$ cat src/rtl/oldest_ready_select.sv
// Age-ordered issue selector: picks the oldest ready entry from a head-rotated
// valid vector and holds it on a registered valid/ready grant port.
module oldest_ready_select #(
  parameter  int unsigned WIDTH = 5,
  localparam int unsigned DEPTH = 1 << WIDTH
) (
  input  logic              clk,
  input  logic              rst_n,
  input  logic              flush,
  input  logic [WIDTH-1:0]  head_i,
  input  logic [DEPTH-1:0]  search_valid_i,
  output logic              grant_valid_o,
  output logic [WIDTH-1:0]  grant_idx_o,
  output logic [WIDTH-1:0]  grant_age_o,
  input  logic              grant_ready_i,
  output logic [15:0]       issue_cnt_o
);

  localparam int unsigned CNT_W = 16;

  typedef enum logic {IDLE, HOLD} state_t;

  state_t             state, state_nxt;
  logic               grant_valid_nxt;
  logic [WIDTH-1:0]   grant_idx_nxt, grant_age_nxt;
  logic               last_acc_valid, last_acc_valid_nxt;
  logic [WIDTH-1:0]   last_acc_idx, last_acc_idx_nxt;
  logic [CNT_W-1:0]   issue_cnt_nxt;

  logic               accept_c;
  logic [WIDTH-1:0]   grant_pos_c, last_pos_c;
  logic [DEPTH-1:0]   mask_c, masked_c;
  logic               cand_found_c;
  logic [WIDTH-1:0]   cand_age_c, cand_idx_c;

  assign accept_c    = grant_valid_o & grant_ready_i;
  // Positions of already-granted entries, rotated into the current head frame
  assign grant_pos_c = grant_idx_o - head_i;
  assign last_pos_c  = last_acc_idx - head_i;

  // Mask and lowest-set-bit search over the rotated vector
  always_comb begin
    mask_c = '0;
    if (grant_valid_o)  mask_c[grant_pos_c] = 1'b1;
    if (last_acc_valid) mask_c[last_pos_c]  = 1'b1;
    masked_c     = search_valid_i & ~mask_c;
    cand_found_c = |masked_c;
    cand_age_c   = '0;
    for (int i = DEPTH - 1; i >= 0; i--) begin
      if (masked_c[i]) cand_age_c = WIDTH'(i);
    end
    cand_idx_c = head_i + cand_age_c;
  end

  // Next-state and next-output logic
  always_comb begin
    state_nxt          = state;
    grant_valid_nxt    = grant_valid_o;
    grant_idx_nxt      = grant_idx_o;
    grant_age_nxt      = grant_age_o;
    last_acc_valid_nxt = accept_c;
    last_acc_idx_nxt   = accept_c ? grant_idx_o : last_acc_idx;
    issue_cnt_nxt      = issue_cnt_o + CNT_W'(accept_c);

    if (flush) begin
      state_nxt          = IDLE;
      grant_valid_nxt    = 1'b0;
      last_acc_valid_nxt = 1'b0;
    end else begin
      case (state)
        IDLE: begin
          if (cand_found_c) begin
            state_nxt       = HOLD;
            grant_valid_nxt = 1'b1;
            grant_idx_nxt   = cand_idx_c;
            grant_age_nxt   = cand_age_c;
          end
        end
        HOLD: begin
          // No re-selection while the grant is stalled
          if (accept_c) begin
            if (cand_found_c) begin
              grant_idx_nxt = cand_idx_c;
              grant_age_nxt = cand_age_c;
            end else begin
              state_nxt       = IDLE;
              grant_valid_nxt = 1'b0;
            end
          end
        end
        default: begin
          state_nxt       = IDLE;
          grant_valid_nxt = 1'b0;
        end
      endcase
    end
  end

  always_ff @(posedge clk or negedge rst_n) begin
    if (!rst_n) begin
      state          <= IDLE;
      grant_valid_o  <= 1'b0;
      grant_idx_o    <= '0;
      grant_age_o    <= '0;
      last_acc_valid <= 1'b0;
      last_acc_idx   <= '0;
      issue_cnt_o    <= '0;
    end else begin
      state          <= state_nxt;
      grant_valid_o  <= grant_valid_nxt;
      grant_idx_o    <= grant_idx_nxt;
      grant_age_o    <= grant_age_nxt;
      last_acc_valid <= last_acc_valid_nxt;
      last_acc_idx   <= last_acc_idx_nxt;
      issue_cnt_o    <= issue_cnt_nxt;
    end
  end

endmodule

$ cat config.mk
export PLATFORM = sky130hd
export DESIGN_NAME = oldest_ready_select
export DESIGN_NICKNAME = d
export VERILOG_FILES = /design/src/rtl/oldest_ready_select.sv
export SDC_FILE = /design/constraint.sdc
export NUM_CORES = 1
export LEC_CHECK = 0
export CORE_UTILIZATION = 30
export DETAILED_ROUTE_END_ITERATION = 10
export PLACE_DENSITY = 0.51
export RECOVER_POWER = 100
export SLEW_MARGIN = 20
export SYNTH_ARGS = -nofsm -noshare
export SYNTH_HDL_FRONTEND = slang
export SYNTH_SLANG_ARGS = --single-unit
$ cat constraint.sdc
create_clock -name clk -period 10.9 [get_ports clk]
set_input_delay 1.635 -clock clk [delete_from_list [all_inputs] [get_ports clk]]
set_output_delay 1.635 -clock clk [all_outputs]
set_load 0.01 [all_outputs]
Word-level counts from Yosys, hierarchy flattened
Cells that the tools add are included.
- bitwise operators: 6
- muxes and demuxes: 54
- equality and inequality tests: 4
- add/sub/neg operators: 4
- $lt $le $gt $ge: 4
- reductions and logical operators: 5
- operators with widths (operator ; number):
    $mux 5 ; 36
    $mux 32 ; 2
    $and 32x32->32 ; 1
    $not 32->32 ; 1
    $or 32x32->32 ; 1
    $reduce_or 32->1 ; 1
    $pmux 5 s2 ; 2
    $add 16x1->16 ; 1
    $lt 5x6->1 const B ; 2
    $demux 1 s5 ; 2
    $ge 5x1->1 const B ; 2
    $mux 1 ; 10
    $sub 5x5->5 ; 2
    $ne 3x3->1 const B ; 2
    $add 5x5->5 ; 1
    $pmux 1 s2 ; 2
    $ne 3x2->1 const B ; 1
    $reduce_and 3->1 ; 1
    $logic_and 1x1->1 ; 2
    $ne 2x1->1 const B ; 1
    $not 1->1 ; 2
    $reduce_and 2->1 ; 1
    $and 1x1->1 ; 1
- word-level logic and storage cells: 84
- output and inout bits: 27
- input port bits: 41
- flip-flop bits (word level): 34

Depth between registers and ports, before layout
Gate-level depths: netlist of run 1.
- depth after elaboration: 46
- mapped depth: 23
- depth with buffers taken out: 22

Worst setup path before layout of run 1
No wires, ideal clock.
- kind: in2reg
- start: in head_i[0]
- end: reg grant_idx_o[4]
- stages on the path: 22
- buffers on the path: 1
- library setup time: 0.104 ns
- data arrival time: 5.844 ns
- slack: 4.952 ns
- required time: 10.796 ns
- cells stage by stage: ha_1 inv_1 fa_1 a21o_1 a21oi_4 xnor2_1 buf_2 o41ai_1 nor2_1 or4b_2 nor3_1 a221oi_1 nor2_1 ha_1 inv_1 fa_1 inv_1 a21o_1 a21oi_1 xnor2_1 and4b_1 a221oi_1
- word-level cells in the longest chain between the ends: 46
- RTL lines (item ; line ; text):
    start: declaration ; 10 ; input logic [WIDTH-1:0] head_i,
    $sub 5x5->5 ; 38 ; assign grant_pos_c = grant_idx_o - head_i;
    $lt 5x6->1 (implied by the code) or $ge 5x1->1 (tied branches) ; 44 ; if (grant_valid_o) mask_c[grant_pos_c] = 1'b1;
    $logic_and 1x1->1 (implied by the code) ; 44 ;
    $mux 1 (implied by the code) ; 44 ;
    $demux 1 s5 ; 44 ;
    $mux 32 ; 44 ;
    $or 32x32->32 (no line) ; - ;
    $mux 32 (*) ; 45 ; if (last_acc_valid) mask_c[last_pos_c] = 1'b1;
    $not 32->32 (*) ; 46 ; masked_c = search_valid_i & ~mask_c;
    $and 32x32->32 (*) ; 46 ;
    $mux 5 (31 in a row) ; 50 ; if (masked_c[i]) cand_age_c = WIDTH'(i);
    $mux 5 (*) ; 50 ;
    via cand_age_c[0] ; 34 ; logic [WIDTH-1:0] cand_age_c, cand_idx_c;
    $add 5x5->5 (*) ; 52 ; cand_idx_c = head_i + cand_age_c;
    $mux 5 (*) ; 72, 82 ;
    $mux 5 ; 81 ; if (accept_c) begin
    $pmux 5 s2 (*) ; 70 ; case (state)
    end signal: assignment ; 111 ; grant_idx_o <= grant_idx_nxt;
    end: declaration ; 13 ; output logic [WIDTH-1:0] grant_idx_o,
The timed path passes the listed nets; every way through them passes the cells marked *. The select of a mux whose other input is x is not followed.
A chain may end at the register's enable or synchronous reset.

Worst setup path after layout of run 1
- start: in head_i[0]
- end: reg grant_idx_o[3]
- word-level cells in the longest chain between the ends: 46
- RTL lines (item ; line):
    $sub 5x5->5 ; 38
    $lt 5x6->1 (implied by the code) or $ge 5x1->1 (tied branches) ; 44
    $logic_and 1x1->1 (implied by the code) ; 44
    $mux 1 (implied by the code) ; 44
    $demux 1 s5 ; 44
    $mux 32 ; 44
    $or 32x32->32 (no line) ; -
    $mux 32 ; 45
    $not 32->32 ; 46
    $and 32x32->32 ; 46
    $mux 5 (32 in a row) ; 50
    $add 5x5->5 ; 52
    $mux 5 (*) ; 72, 82
    $mux 5 ; 81
    $pmux 5 s2 (*) ; 70
Every way passes the cells marked *; elsewhere a longest branch is shown, timed or not. The select of a mux whose other input is x is not followed.

==> results by group, run 1 <==
Layout
  • Area Growth Syn to Fin: 27.66%
  • Layout Nets: ~490
  • Area occupied by multi-input gates: 2226 um2
  • Layout cells sized above 1: about 9.8%
  • Final non-filler cell total: 573
  • Commonest non-fill, non-tap cell in the layout: clkdlybuf4s50_1
  • Antenna cell count: 0
  • Register Area: ~850 um2
  • Final-layout fill cell count: between 1000 and 1500
  • Most frequent cells in the layout: clkdlybuf4s50_1 (37), dfrtp_1 (34), nor2_1 (31)

Clock tree
  • Postcts setup bufs: 0
  • Clock buffer depth: 2
  • Worst-Skew Late Latency: 0.29 ns
  • Root Buffer: clkbuf_8
  • Post-CTS Hold Fix Bufs: 0
  • CTS buffer count: 5
  • Cts repair resizes: 0
  • CTS tree: built
  • H-tree depth: 2
  • Clock slew at reported path FFs: around 0.080 ns
  • TritonCTS Sinks: 34

Floorplan
  • Placeable Area: 10370 um2
  • Die height: roughly 110 um
  • Standard-cell rows: 37
  • Chip Width: approximately 110 um
  • Initial core utilization: a little over 30%
  • Die ar.: 11170 um2
  • Total I/O pin count: around 70

Pwr
  • Switching share of power: between 50% and 60%
  • Power Density: about 170 nW/um2
  • Leakage power: ~1.6 nW
  • Int Power: around 350 uW
  • Pwr Total: approximately 700 uW
  • NetSw: 351.8 uW
  • Peak VDD IR: around 0.077 mV
  • Clock share of power: approximately 14%
  • Combinational power share: between 60% and 70%
  • Share of power burned in registers: 24.0%

Detailed routing
  • DR WL/cell: approximately 18 um
  • DRC Markers: 0
  • Detailed Route Iter0 Violations: approximately 230
  • Final WL: around 10000 um
  • Via count: ~3200
  • ANT nets after route: 0
  • Via density: 5.621
  • First drt pass iteration count: 5

Worst setup path
  • Critical Path RT: about 11 ns
  • Crit Path Category: primary input to flip-flop
  • Flop2flop setup slack: around 4.7 ns
  • Arr. time, crit path: about 7.9 ns
  • Worst setup EP type: flip-flop
  • Critical Path Fanout Max: 16
  • Startpoint Class: primary input

Placement
  • IO Port Bufs: 67
  • Post-DP HPWL: 7871 um
  • Dpl cells: 565
  • RePlAce Congestion: 0.8910

Timing
  • Achievable Freq: around 130 MHz
  • Final setup fails: 0
  • Clk_skew: around 0.0093 ns
  • Hold Fails Final Rpt: 0
  • RSZ-0062 raised after global routing: no
  • Relative slew margins: -26.55%
  • Final Cycle Share: 70.93%
  • Setup TNS: 0 ns
  • Least-Margin Pin Slew: about 1.9 ns
  • Slew Limit Fails: 45
  • Final min period: approximately 7.7 ns

GRT
  • First-pass GRT wire length: 16930 um
  • Largest net degree at the start of global routing: 35
  • Met3 Use GR: under 10%
  • GR Util All Layers: between 10% and 20%
  • Grt ovf: 0
  • Initial antenna violation count: 0
  • Vias in the first global route: between 3000 and 4000
  • Gr busiest metal: met2
  • Met2 Use GR: 29.51%
  • Met1 usage: roughly a quarter

Yosys
  • Synth Flop Type: dfrtp_1
  • Syn Area/Cell: around 8.7 um2
  • Post-synthesis instance area: roughly 3200 um2
  • Yosys cell types: 60
  • Warnings from Yosys: 0
  • Asr flop ratio synth: 100.0%
  • Synth Net Count: 430
  • Post-synthesis sequential area ratio: between 20% and 30%
  • Number of flops mapped to enable cells by yosys: 0
  • Mapped Cells: approximately 370
  • Flops & latches, synth: 34

Status
  • Failing checks: max-capacitance violations, max-slew violations
  • Status: complete, but fails checks

Flow run
  • Max-cap violation count: 2

Min path
  • Hold crit path type: flip-flop to flip-flop
## metrics by stage
| stage | utilization (%) | worst slack, ns | hold slack (ns) | instance area, um2 |
|---|---|---|---|---|
| after CTS | 39.85 | 3.930 | 0.4897 | 4133 |
| after global routing | 39.71 | 2.772 | 0.5121 | 4118 |
| final | 39.71 | 3.168 | 0.4836 | 4118 |
| after global placement | 38.97 | 3.768 | 0.4623 | 4041 |
| after floorplan | - | 4.952 | 0.4498 | 3226 |
| after detailed placement | 38.97 | 3.665 | 0.4728 | 4041 |
## Yosys cell counts (4+ instances only)
cell | number | area [um2]
dfrtp_1 | 34 | 850.8
nand4_1 | 9 | 56.30
o41ai_1 | 17 | 148.9
or2_2 | 7 | 43.79
nand3b_1 | 5 | 37.54
o31ai_1 | 6 | 45.04
nand2_1 | 15 | 56.30
xnor2_1 | 21 | 183.9
or3_1 | 4 | 25.02
nand3_1 | 12 | 60.06
buf_2 | 8 | 40.04
ha_1 | 14 | 175.2
mux2_4 | 5 | 75.07
and2_1 | 5 | 31.28
nor3_1 | 18 | 90.09
xor2_1 | 9 | 78.83
nor4_1 | 13 | 81.33
o21ai_0 | 9 | 45.04
a21oi_1 | 20 | 100.1
inv_1 | 13 | 48.80
clkbuf_1 | 6 | 22.52
o22ai_1 | 14 | 87.58
nor2_1 | 31 | 116.4
## kinds of logic (layout without fill, tap and decap cells)
family                     after synthesis  after routing  synth area share [%]
AOI/OAI and AO/OA                      105            105                 25.14
xor gates and xnor gates                31             31                 8.651
DFF                                     34             34                 26.38
adders and majority gates               17             17                 7.293
buffers and inverters                   32             97                 4.267
and+or+nand+nor                        143            143                 24.32
muxes                                   10             10                 3.956
## power by group through the flow
stage          Combinational (mW)  Sequential, mW  Clock (mW)
3_3_place_gp                0.433           0.173           0
2_1_floorplan               0.287           0.175           0
5_1_grt                     0.472           0.174       0.106
4_1_cts                     0.437           0.170       0.101
6_report                    0.436           0.169      0.0989
3_5_place_dp                0.435           0.172           0
## worst paths after layout
check                                 from         endpoint  cells past startpoint
setup / recovery                 head_i[0]   grant_idx_o[3]                     13
hold / removal             issue_cnt_o[15]  issue_cnt_o[15]                      1
setup reg to reg           last_acc_idx[0]   grant_idx_o[3]                     13
hold reg to reg            issue_cnt_o[15]  issue_cnt_o[15]                      1
max in group asynchronous            rst_n   grant_age_o[2]                      2
min in group asynchronous            rst_n  issue_cnt_o[11]                      2
## state kept, by name (all words and copies together) (netlist names)
signal          count
issue_cnt_o        16
grant_age_o         5
grant_idx_o         5
last_acc_idx        5
grant_valid_o       1
last_acc_valid      1
state               1
## critical path, stage by stage
cell	delay (ns)
dlygate4sd3_1	0.61
ha_1	0.19
inv_1	0.05
fa_1	0.48
xnor2_1	1.10
and2_0	0.23
mux2i_1	0.21
o31ai_1	0.49
o22ai_1	0.22
or2_0	0.31
or4_1	0.70
o21ai_0	1.32
mux2_4	0.35
## area by class of cell
cell class	instances	area share, %
clock buffer	7	2.097
clock inverter	1	0.1215
inverter	14	1.276
multi-input combinational	306	54.06
sequential	34	20.66
tap	136	4.132
timing repair buffer	75	17.65
## layer usage
layer | wire length [um] | up-vias
li1 | - | 1559
met1 | 4730 | 1492
met2 | 4482 | 150
met3 | 875 | 20
met4 | 198 | 0
met5 | 0 | -
(Power assumes the default switching activity.)
==> inputs of run 2 (changes only) <==
Clock period 10.9 ns to 8 ns, I/O delays scaled along.
==> results by group, run 2 (synthesis gave the netlist of run 1 again) <==
Worst setup path
  • Worst setup EP type: flip-flop
  • Critical Path RT: 8.16 ns
  • CP bufs+invs: 2
  • CP top delay family: compound AO/OA/AOI/OAI gates
  • Critical Path Fanout Max: 11
  • Critical-path cell list: dlygate4sd3_1 > ha_1 > inv_1 > fa_1 > a21o_1 > a21oi_1 > xor2_1 > o41ai_1 > o22ai_1 > or3_1 > or4_1 > o21ai_0 > mux2_4
  • Max stage delay on crit path: 1.28 ns
  • Arr. time, crit path: 7.11 ns
  • Setup crit start: head_i[0]
  • RR Startpoint: last_acc_idx[0]
  • Startpoint Class: primary input
  • Crit Path Category: primary input to flip-flop
  • Slowest-stage cell, CP: o21ai_0

Layout
  • Layout Nets: about 500
  • Antenna cell count: 0
  • Layout cells sized above 1: around a tenth
  • Commonest non-fill, non-tap cell in the layout: clkdlybuf4s50_1
  • Most frequent cells in the layout: clkdlybuf4s50_1 (37), dfrtp_1 (34), nor2_1 (31)
  • Area Growth Syn to Fin: 27.42%
  • Max FFs per register: 16
  • Largest Register: issue_cnt_o

Min path
  • Min-delay src: issue_cnt_o[15]
  • Hold crit path type: flip-flop to flip-flop

Placement
  • Placement Setup Slack: between 1 and 1.5 ns
  • RePlAce Congestion: ~0.85
  • Post-DP HPWL: ~7900 um
  • IO Port Bufs: 67

Timing
  • RSZ-0062 raised after global routing: no
  • Final setup fails: 0
  • Worst setup margin: 1.041 ns
  • Relative slew margins: -33.83%
  • Final min period: ~7 ns
  • Clk_skew: roughly 0.014 ns
  • Least-Margin Pin Slew: 2.007 ns
  • Achievable Freq: 143.7 MHz
  • Slew Limit Fails: 45
  • Setup TNS: 0 ns
  • Hold Fails Final Rpt: 0
  • Final Cycle Share: 86.98%

GRT
  • Initial antenna violation count: 0
  • First-pass GRT wire length: ~17000 um
  • Grt ovf: 0
  • Vias in the first global route: between 3000 and 4000
  • GR Util All Layers: a little under a fifth
  • Largest net degree at the start of global routing: 35

Detailed routing
  • DR WL/cell: around 18 um
  • Via density: ~5.6
  • Via count: between 3000 and 4000
  • ANT nets after route: 0
  • DRC Markers: 0
  • Final WL: 10250 um
  • First drt pass iteration count: 5
  • Detailed Route Iter0 Violations: 180

Pwr
  • Peak VDD IR: approximately 0.16 mV
  • Power Density: ~230 nW/um2
  • Switching share of power: 49.99%
  • Share of power burned in registers: ~24%
  • Int Power: 474.1 uW
  • Clock share of power: between 10 and 15%
  • Leakage power: 1.629 nW
  • Combinational power share: between 60% and 70%
  • NetSw: between 400 and 500 uW

Floorplan
  • Standard-cell rows: 37
  • Chip Width: between 100 and 150 um
  • Initial core utilization: a little over 30%
  • Die height: 105.7 um
  • Die ar.: between 10000 and 15000 um2
  • Total I/O pin count: 68
  • Placeable Area: around 10000 um2

Status
  • Failing checks: max-capacitance violations, max-slew violations
  • Status: complete, but fails checks

Clock tree
  • Worst-Skew Late Latency: between 0.2 and 0.3 ns
  • Clock buffer depth: 2
  • CTS buffer count: 5
  • Clock slew at reported path FFs: 0.07 ns
  • Postcts setup bufs: 0
  • TritonCTS Sinks: 34
  • Post-CTS Hold Fix Bufs: 0
  • Root Buffer: clkbuf_8
  • CTS tree: built
  • H-tree depth: 2
  • Cts repair resizes: 0

Flow run
  • Max-cap violation count: 2
## run 2: cell types whose count changed in the layout (fill, tap and decap cells not counted), sizes merged
| cell | previous run | this run |
|---|---|---|
| buf | 7 | 8 |
| clkinvlp | 0 | 1 |
| clkbuf | 8 | 7 |
| clkinv | 1 | 0 |
## run 2: area by class of cell
class / count / area, um2
Fill cell: 1075 / 6260
Clock buffer: 6 / 72.57
Multi-Input combinational cell: 306 / 2222
Sequential cell: 34 / 850.8
Tap cell: 136 / 170.2
Timing Repair Buffer: 76 / 734.5
Inverter: 14 / 52.55
Clock inverter: 1 / 7.507
## run 2: metrics by stage
stage / total power [mW] / util, % / hold WS [ns] / instance area, um2 / instances
5_1_grt: 1.019 / 39.64 / 0.5118 / 4110 / 573
3_3_place_gp: 0.8294 / 39.04 / 0.4617 / 4049 / 566
3_5_place_dp: 0.8324 / 39.04 / 0.4729 / 4049 / 566
6_report: 0.9481 / 39.64 / 0.4753 / 4110 / 573
2_1_floorplan: 0.6302 / - / 0.4498 / 3226 / 372
4_1_cts: 0.9619 / 39.82 / 0.4928 / 4129 / 573
## run 2: metal layers
metal	GRT usage [%]	vias up	routed length (um)
met5	0	-	0
li1	-	1562	-
met2	29.65	135	4532
met1	26.12	1522	4792
met4	3.869	0	51
met3	4.082	6	876
## run 2: power groups by stage
stage | clock (mW) | sequential [mW] | combinational (mW)
3_3_place_gp | 0 | 0.235 | 0.594
3_5_place_dp | 0 | 0.236 | 0.597
2_1_floorplan | 0 | 0.239 | 0.392
4_1_cts | 0.129 | 0.233 | 0.600
5_1_grt | 0.134 | 0.237 | 0.647
6_report | 0.122 | 0.231 | 0.595
## run 2: final timing paths
check / slack, ns / cells past startpoint / end
setup / recovery: 1.04 / 13 / grant_age_o[3]
hold / removal: 0.48 / 1 / issue_cnt_o[15]
setup reg to reg: 2.16 / 13 / grant_age_o[3]
hold reg to reg: 0.48 / 1 / issue_cnt_o[15]
max in group asynchronous: 4.83 / 2 / grant_age_o[0]
min in group asynchronous: 2.02 / 2 / issue_cnt_o[9]
## run 2: worst reg2reg max path: stages (launching register included)
cell	delay, ns
dfrtp_1	0.38
inv_1	0.06
ha_1	0.15
inv_1	0.05
fa_1	0.49
a21o_1	0.22
a21oi_1	0.41
xor2_1	0.36
o41ai_1	0.75
o22ai_1	0.19
or3_1	0.42
or4_1	0.57
o21ai_0	1.28
mux2_4	0.36
==> patch, RTL diff (settings of run 1) <==
Set the parameter `WIDTH` to 7 (it was 5).
--- a/src/rtl/oldest_ready_select.sv
+++ b/src/rtl/oldest_ready_select.sv
@@ -2,5 +2,5 @@
 // valid vector and holds it on a registered valid/ready grant port.
 module oldest_ready_select #(
-  parameter  int unsigned WIDTH = 5,
+  parameter  int unsigned WIDTH = 7,
   localparam int unsigned DEPTH = 1 << WIDTH
 ) (
Ports: changed (resized grant_age_o, grant_idx_o, head_i and search_valid_i); port bits go from 68 to 170. No check against the original RTL was run, so the function may have changed too.
==> patch against run 1 <==
- the flow still finishes with violations (max-capacitance violations, max-slew violations)
- cell area up 130%
- sequential power up 16%
- clock power up 77%
- global-route usage up 15 points
- sequential cell count up 6
- via count rose to 3.1 times the old value
- hold slack worse by 0.017 ns
- highest routed layer unchanged
- routed wire length rose to 4.2 times the old value
- worst setup slack worse by 1.4 ns
- area after synthesis up 130%
- total power up 98%
- largest power group unchanged
- count of clock-buffer cells in the layout down 1
- register-to-register slack worse by 1.5 ns
- critical path type unchanged
==> patch: results <==
export IMPL_syn_area_per_cell_um2=7.28
export IMPL_worstSetupStartpoint="head_i[0]"
export IMPL_drv_slew=41
export IMPL_hold_class="reg2reg"
export IMPL_worstPathMaxFanout=16
export IMPL_violations="max-capacitance violations, max-slew violations"
export IMPL_cts_buffers=5
export IMPL_place_inst=1473
export IMPL_hp_start="issue_cnt_o[15]"
export IMPL_grt_max_degree=41
export IMPL_worstReg2RegStart="grant_idx_o[0]"
export IMPL_met1_usage_pct=44.2
export IMPL_htreeDepth=2
export IMPL_cts_resized=0
export IMPL_synth_seq_area_share_pct=13.6
export IMPL_maxCapViolations=1
export IMPL_layout_drive_gt1_share_pct=7.83
export IMPL_use_met2_pct=50.4
export IMPL_clock_skew_ns=0.00783
export IMPL_critPathArrivalTime_ns=9.32
export IMPL_clk_insertion_delay_late_ns=0.29
export IMPL_wl_per_cell_um=29.2
export IMPL_antenna_found_initial=0
export IMPL_num_nets_final=1323
export IMPL_clkTransAtPathRegs_ns=0.06
export IMPL_ys_top_cells_by_area="dfrtp_1 (14%), o21ai_0 (5.3%), o221ai_1 (4.8%)"
export IMPL_place_congestion=1.08
export IMPL_met3_usage_pct=7.08
export IMPL_grt_pass1_wl_mm=60.7
export IMPL_dpl_hpwl_mm=33.4
export IMPL_grt_pass1_vias=9280
export IMPL_syn_area_um2=7360
export IMPL_post_cts_buffers=0
export IMPL_io_buffers=169
export IMPL_worst_slew_pin_slew_ns=2.12
export IMPL_top_register="issue_cnt_o"
export IMPL_clock_path_buffers=2
export IMPL_power_leakage_uw=0.00324
export IMPL_yosysWarnings=0
export IMPL_post_place_ws_ns=2.07
export IMPL_switching_share_pct=59.0
export IMPL_detail_route_iter0_violations=1088
export IMPL_fillerInstances=2470
export IMPL_ys_types=98
export IMPL_ir_drop_mv=0.122
export IMPL_grt_usage_pct=33.9
export IMPL_status="finished, violations left"
export IMPL_async_flop_share_pct=100
export IMPL_largest_reg_flops=16
export IMPL_via_per_inst=6.63
export IMPL_synthTopCellsByCount="nor2_1 (89), o21ai_0 (78), nand3_1 (68)"
export IMPL_root_buffer="clkbuf_16"
export IMPL_vias=9829
export IMPL_synth_fp_nets=1173
export IMPL_drtPass1Iterations=7
patch: cell count changes in the layout (fill, tap and decap cells not counted), moves of 20 or more:
| cell | run 1 | this run |
|---|---|---|
| clkdlybuf4s50_1 | 37 | 135 |
| o21ai_0 | 10 | 78 |
| nor2_1 | 31 | 88 |
| nand3_1 | 12 | 68 |
| nand2_1 | 15 | 62 |
| a21oi_1 | 20 | 58 |
| o221ai_1 | 2 | 40 |
| nor3_1 | 18 | 48 |
| o21ai_1 | 0 | 20 |
patch: cell families after synthesis:
family	count (synthesis)	share of synthesized area, %
AO/OA/AOI/OAI	439	42.8
XOR/XNOR	34	4.45
adder cells (fa/ha/maj)	23	4.22
buffers and inverters	68	4.20
flip-flops	40	13.6
multiplexers	18	3.26
AND/OR/NAND/NOR	389	27.5
patch: through the flow:
step           instance area (um2)  util, %
2_1_floorplan                 7360        -
3_3_place_gp                  9380     39.5
3_5_place_dp                  9390     39.5
4_1_cts                       9560     40.3
5_1_grt                       9520     40.1
6_report                      9520     40.1
patch: critical path, stage by stage:
cell           delay (ns)
dlygate4sd3_1        0.60
ha_1                 0.18
inv_1                0.05
fa_1                 0.43
a211oi_1             0.38
nor2_1               0.17
xnor2_1              0.95
nand3_1              0.67
o21ai_0              0.52
o22ai_1              0.15
or4b_1               0.58
nor4_1               0.34
a41oi_1              0.21
a211o_1              0.42
a22oi_1              0.29
ha_1                 0.23
inv_1                0.06
fa_1                 0.41
nor2b_1              0.12
o21ai_0              0.08
nand2b_1             0.11
a21o_1               0.12
a21oi_1              0.07
xor2_1               0.15
xnor2_1              0.13
mux2_2               0.26
patch: worst paths after layout:
path / cells after the start / endpoint / slack, ns
worst max-delay path: 26 / grant_idx_o[6] / 1.75
worst max register to register: 26 / grant_idx_o[6] / 3.24
min in group asynchronous: 1 / issue_cnt_o[4] / 1.96
worst min-delay path: 1 / issue_cnt_o[15] / 0.47
worst min register to register: 1 / issue_cnt_o[15] / 0.47
max in group asynchronous: 1 / grant_idx_o[2] / 7.72
patch: final cells by class:
type / instances / area share (%)
clock inverters: 2 / 0.407
repair buffers: 189 / 19.3
flip-flops and latches: 40 / 10.5
multi-input cells: 903 / 63.3
clock buffers: 6 / 1.46
well taps: 319 / 4.19
inverters: 22 / 0.867
diodes: 1 / 0.0263
patch: layer usage:
metal	share of wire (%)	up-vias
met1	40	4599
li1	-	4362
met3	12	168
met4	6.9	0
met2	41	700
met5	0	-
patch: power by group through the flow:
| stage | clock network, uW | registers, uW | logic [uW] |
|---|---|---|---|
| after floorplan | 0 | 201 | 624 |
| after global placement | 0 | 201 | 992 |
| after detailed placement | 0 | 200 | 981 |
| after CTS | 180 | 198 | 986 |
| after global routing | 184 | 201 | 1060 |
| final | 175 | 196 | 1020 |
